### src/rtl/multiway_data_array.sv
// rtl/multiway_data_array.sv - N-way cache data store with byte-masked writes, registered read and clear sweep
// Optional per-byte even parity storage and checking is enabled with `define PARITY_EN.
module multiway_data_array #(
  parameter int s_offset = 5,
  parameter int s_index  = 3,
  parameter int s_way    = 1,
  parameter int s_mask   = 2**s_offset,
  parameter int s_line   = 8*s_mask,
  parameter int num_sets = 2**s_index,
  parameter int num_ways = 2**s_way
) (
  input  logic                clk,
  input  logic                rst,
  input  logic                read,
  input  logic [s_index-1:0]  rindex,
  input  logic [s_way-1:0]    rway,
  input  logic [s_mask-1:0]   write_en,
  input  logic [s_index-1:0]  windex,
  input  logic [s_way-1:0]    wway,
  input  logic [s_line-1:0]   datain,
  input  logic                clear,
  input  logic [s_mask-1:0]   par_inject,
  output logic [s_line-1:0]   dataout,
  output logic                rvalid,
  output logic                busy,
  output logic                parity_err
);

  typedef enum logic {CLEAR, IDLE} state_t;

  state_t             state, state_next;
  logic [s_index-1:0] ptr, ptr_next;
  logic [s_line-1:0]  mem [num_sets][num_ways];
  logic [s_line-1:0]  merged;
  logic [s_mask-1:0]  fwd;
  logic               accept;
  logic               rd_err;

  assign busy   = (state == CLEAR);
  assign accept = read && !busy;

  always_ff @(posedge clk or posedge rst) begin
    if (rst) begin
      state <= CLEAR;
      ptr   <= '0;
    end else begin
      state <= state_next;
      ptr   <= ptr_next;
    end
  end

  always_comb begin
    state_next = state;
    ptr_next   = ptr;
    case (state)
      CLEAR: begin
        ptr_next = ptr + 1'b1;
        if (ptr == s_index'(num_sets-1)) begin
          state_next = IDLE;
          ptr_next   = '0;
        end
      end
      IDLE: begin
        if (clear) begin
          state_next = CLEAR;
          ptr_next   = '0;
        end
      end
      default: state_next = CLEAR;
    endcase
  end

  // Write-first merge: bytes written this cycle to the line being read are forwarded.
  always_comb begin
    fwd    = '0;
    merged = '0;
    for (int i = 0; i < s_mask; i++) begin
      fwd[i] = write_en[i] && (windex == rindex) && (wway == rway);
      merged[8*i +: 8] = fwd[i] ? datain[8*i +: 8] : mem[rindex][rway][8*i +: 8];
    end
  end

`ifdef PARITY_EN
  logic [s_mask-1:0] pmem [num_sets][num_ways];
  logic [s_mask-1:0] merged_par;
  logic [s_mask-1:0] err_bits;

  always_comb begin
    merged_par = '0;
    err_bits   = '0;
    for (int i = 0; i < s_mask; i++) begin
      merged_par[i] = fwd[i] ? (^datain[8*i +: 8]) ^ par_inject[i] : pmem[rindex][rway][i];
      err_bits[i]   = (^merged[8*i +: 8]) ^ merged_par[i];
    end
  end
  assign rd_err = |err_bits;

  always_ff @(posedge clk) begin
    if (busy) begin
      for (int w = 0; w < num_ways; w++) pmem[ptr][s_way'(w)] <= '0;
    end else begin
      for (int i = 0; i < s_mask; i++)
        if (write_en[i]) pmem[windex][wway][i] <= (^datain[8*i +: 8]) ^ par_inject[i];
    end
  end
`else
  logic unused_par;
  assign unused_par = ^par_inject;
  assign rd_err     = 1'b0;
`endif

  // Storage has no reset; the sweep zeroes one set (all ways) per cycle.
  always_ff @(posedge clk) begin
    if (busy) begin
      for (int w = 0; w < num_ways; w++) mem[ptr][s_way'(w)] <= '0;
    end else begin
      for (int i = 0; i < s_mask; i++)
        if (write_en[i]) mem[windex][wway][8*i +: 8] <= datain[8*i +: 8];
    end
  end

  always_ff @(posedge clk or posedge rst) begin
    if (rst) begin
      dataout    <= '0;
      rvalid     <= 1'b0;
      parity_err <= 1'b0;
    end else begin
      rvalid     <= accept;
      dataout    <= accept ? merged : '0;
      parity_err <= accept && rd_err;
    end
  end

endmodule

### config.mk
export PLATFORM = sky130hd
export DESIGN_NAME = multiway_data_array
export DESIGN_NICKNAME = d
export VERILOG_FILES = /design/src/rtl/multiway_data_array.sv
export SDC_FILE = /design/constraint.sdc
export NUM_CORES = 2
export LEC_CHECK = 0
export CORE_MARGIN = 5
export CORE_UTILIZATION = 30
export DETAILED_ROUTE_END_ITERATION = 8
export GPL_TIMING_DRIVEN = 0
export PLACE_DENSITY = 0.56
export SYNTH_ARGS = -nofsm -noshare
export SYNTH_HDL_FRONTEND = slang
export SYNTH_SLANG_ARGS = --single-unit
### constraint.sdc
create_clock -name clk -period 8.3 [get_ports clk]
set_input_delay 0.83 -clock clk [delete_from_list [all_inputs] [get_ports clk]]
set_output_delay 0.83 -clock clk [all_outputs]
set_load 0.05 [all_outputs]
== Word level (Yosys, flattened, before mapping) ==
Memories as Yosys holds them, arrays and structs flattened.
Cells that the tools add are included.
Storage, ports and cells
  bits in registers: 261
  RAM bits: 4096
  input port bits: 332
  output and inout port bits: 259
  word-level logic and storage cells: 32033
  memories kept: 1
Memories
  mem: words 8, bits a word 512, rd ports 1, clocked after Yosys merged registers in 0, write ports 1, RTL line 33  | logic [s_line-1:0] mem [num_sets][num_ways];
Operators by class
  add/subtract/negate cells: 1
  order comparisons: 3
  equal/unequal tests: 4
  multiplexer cells: 16078
  bitwise gates (word level): 15875
  reductions and logical operators: 67
Operators by type and width (count)
  $mux W512: 34
  $mux W1: 15939
  $or A1 B1 Y1: 15872
  $demux W256 S1: 32
  $mux W256: 5
  $reduce_or A512 Y1: 1
  $mux W8: 33
  $mux W248: 1
  $mux W240: 1
  $mux W232: 1
  $mux W224: 1
  $mux W216: 1
  $mux W208: 1
  $mux W200: 1
  $mux W192: 1
  $mux W184: 1
  $mux W176: 1
  $mux W168: 1
  $mux W160: 1
  $mux W152: 1
  $mux W144: 1
  $mux W136: 1
  $mux W128: 1
  $mux W120: 1
  other kinds (26): 95

== Depth between registers and ports, before layout ==
  depth in word-level cells: 39
  mapped depth: 9
  gate-level depth less buffers: 5

== Worst setup path after synthesis ==
Ideal clock, no wire load.
  kind: input to register
  start point: input port write_en[26]
  end point: memory mem[6][288] in the netlist's numbering, enable pin
  arrival time: 2734 ps
  data required time: 7929 ps
  slack: 5196 ps
  cell stages on the path: 8
  cells stage by stage: nor4_1 -> nand4_2 -> o21a_1 -> buf_2 -> o31a_1 -> buf_4 -> buf_6 -> nor2_1
On the way
  cells in the longest elaborated chain, start to end: 11
Ends and longest elaborated chain
  from (decl): RTL line 17  | input logic [s_mask-1:0] write_en,
  $mux W1 * (2 in a row)
  $mux W512 *
  $or A1 B1 Y1 (no line) (6 in a row)
  $reduce_or A512 Y1 (no line)
  $mux W3 (no line) / $mux W512 (equally long branches)
  to (decl): RTL line 33
Every way passes the cells marked *; elsewhere a longest branch is shown, timed or not.

== Final worst setup path ==
  start point: input port wway
  end point: memory mem[5][416] in the netlist's numbering, enable pin
On the way
  cells in the longest elaborated chain, start to end: 39
Ends and longest elaborated chain
  from (decl): RTL line 19  | input logic [s_way-1:0] wway,
  $not A1 Y2 *
  $ge A2 B2 Y1 / $lt A2 B1 Y1 (equally long branches)
  $logic_and A1 B1 Y1
  $mux W8 / $mux W16 (equally long branches)
  $demux W256 S1
  $mux W512
  $or A1 B1 Y1 (no line) (31 in a row)
  $reduce_or A512 Y1 (no line)
  $mux W3 (no line) / $mux W512 (equally long branches)
Marked as above.

==> impl_metrics.json <==
{
  "outcome": "finished with violations",
  "violations": "max-capacitance violations, max-slew violations",
  "via_count": 97593,
  "cts_buffer_depth": 4,
  "start_util_pct": 30.1,
  "grt_overflow": 0,
  "cts_tree": "yes",
  "port-buffer-count": 555,
  "finalNonFillerCells": 17290,
  "hold_viol": 0,
  "hp-class": "in -> async",
  "fp.dieW_um": 757,
  "cts.sinks": 4357,
  "clock.fmax_ghz": 0.153,
  "first_global_vias": 92497,
  "postSynthRegisterBits": 4357,
  "maxCapViolCount": 13,
  "grt_pass1_wl_mm": 857,
  "vias_per_cell": 5.64,
  "rrSetupSlack_ns": 2.15,
  "yosysSeqAreaShare_pct": 77.3,
  "ant_nets": 0,
  "post_cts.resized_instances": 0,
  "coreArea_um2": 557000,
  "fillers": 51240,
  "dp_hpwl_mm": 471,
  "multi_input_area_um2": 35900,
  "hold_slack_ns": 0.210,
  "placementRows": 274,
  "avgSynthCellArea_um2": 20.7,
  "drv_slew": 106,
  "report.power.total_mw": 62.9,
  "die_h_um": 757,
  "crit_fanout": 10,
  "final_util_pct": 35.8,
  "synth_top_area_share_pct": 73.4,
  "insertion_delay_ns": 1.08,
  "synth_area_um2": 168000,
  "power_density_nw_per_um2": 315,
  "end_kind": "flip-flop",
  "cts_inserted_buffers": 436,
  "routed_wl_mm": 662,
  "fin_area_um2": 200000,
  "required_ns": 9.10,
  "gr-usage-all-layers_pct": 22.4,
  "ctsHoldBuffers": 0,
  "fin_skew_ns": 0.0640,
  "crit_type": "in -> reg",
  "finalNetCount": 9658,
  "antenna_found_initial": 144,
  "dp.cells": 16331,
  "grt_max_degree": 98,
  "drcViolationCount": 0,
  "synth_nets": 8440,
  "synth_most_common_cell": "edfxtp_1",
  "dpl_cell_area_um2": 185000,
  "ys.flop_type": "edfxtp_1",
  "yosysWarnings": 0,
  "cts_setup_buffers": 0,
  "synth_common_cells": "4096 x edfxtp_1, 1024 x mux4_2, 497 x nor2_1",
  "synth_cell_type_count": 47,
  "period_minus_slack_ns": 6.54,
  "worst_pin_slew_ns": 1.73,
  "period_share_pct": 78.8,
  "area_delta_synth_final_pct": 19.1,
  "path_clk_slew_ns": 0.06,
  "synthTopCellsByArea": "edfxtp_1 73%, mux4_2 14%, dfrtp_1 3.9%, a22o_1 2.1%, o22ai_1 1.2%",
  "firstDrtPassIters": 7,
  "postSynthCellCount": 8106,
  "arrival_ns": 7.35,
  "globalplace.congestion": 0.946,
  "synth-edff-count": 4096,
  "io_pins": 591,
  "worst_slew_margin_rel_pct": -15.3,
  "regArea_um2": 130000,
  "cts_root_buf": "clkbuf_16",
  "p_leak_nw": 64.3,
  "synth_top_area_cell": "edfxtp_1",
  "dieArea_um2": 574000,
  "rsz0062_at_grt": "no",
  "drive_gt1_share_pct": 22.8,
  "drt-initial-drc-count": 14938,
  "start_kind": "primary input",
  "wire_per_inst_um": 38.3,
  "htree_levels": 5,
  "setup_viol": 0,
  "ys_async_sr_fraction_pct": 5.99,
  "peakVddDrop_uv": 239
}
-- area by class of cell --
class | count | share of cell area, %
Inverter | 5 | 0.0132
Clock buffer | 528 | 5.69
Antenna cell | 144 | 0.181
Buffer | 485 | 1.13
Multi-Input combinational cell | 3259 | 18.0
Clock inverter | 280 | 1.30
Tap cell | 7452 | 4.67
Sequential cell | 4357 | 64.9
Timing Repair Buffer | 780 | 4.09
-- metal layers --
metal	vias up	wire length [µm]	global-route usage, %
li1	36166	-	-
met1	51469	233000	27.6
met2	8137	294000	33.3
met3	1764	93000	9.03
met4	57	41900	12.7
met5	-	550	0.628
-- worst max-delay path, stage by stage --
cell	delay, ns
clkdlybuf4s50_1	0.98
clkinv_1	0.71
a21oi_1	1.27
or3_1	0.22
clkbuf_1	1.25
clkbuf_1	1.15
o21ai_1	0.54
buf_4	0.35
-- power by group --
group | internal [mW] | switching (mW) | leakage, nW
logic | 3.19 | 9.95 | 15.8
registers | 29.4 | 0.786 | 41.8
clock network | 10.7 | 8.84 | 6.76
-- worst paths after layout --
| kind | start | endpoint | depth (start not counted) |
|---|---|---|---|
| max in group asynchronous | rst | dataout[243] | 4 |
| setup / recovery | wway | mem[5][416] | 8 |
| hold reg to reg | ptr[1] | ptr[1] | 2 |
| setup reg to reg | state | mem[7][284] | 8 |
| min in group clk | datain[178] | dataout[178] | 3 |
| hold / removal | rst | dataout[31] | 2 |
-- sequential cells by signal, indices dropped and copies added (netlist names) --
| name | flops |
|---|---|
| state | 1 |
| dataout | 256 |
| rvalid | 1 |
| ptr | 3 |
| mem | 4096 |
-- per-stage QoR --
stage	setup WS [ns]	TNS [ns]
floorplan	0.286	0
global placement	-4.78	-1220.19
detailed placement	0.836	0
CTS	1.94	0
global route	2.28	0
finish	1.76	0
-- placed cells by master (no fill, tap or decap), types with 112 or more instances in the layout --
cell type        count
nor2_1             497
clkinv_1           112
and2_1             259
buf_2              171
diode_2            144
dfrtp_1            261
clkbuf_16          438
edfxtp_1          4096
a22o_1             398
o22ai_1            311
clkbuf_1           239
clkdlybuf4s50_1    555
nand2_1            391
o21ai_1            177
buf_4              143
mux4_2            1024
-- cells by family (layout without fill, tap and decap cells) --
family	count (synthesis)	count (layout)	synth area share (%)
compound gates	1010	1010	4.34
other cells	1	145	0.00224
fa+ha+maj	2	2	0.0149
flops	4357	4357	77.3
mux	1039	1039	13.9
simple gates	1203	1203	3.20
buf+inv	490	2078	1.26
xor+xnor	4	4	0.0209
(Power assumes the default switching activity.)
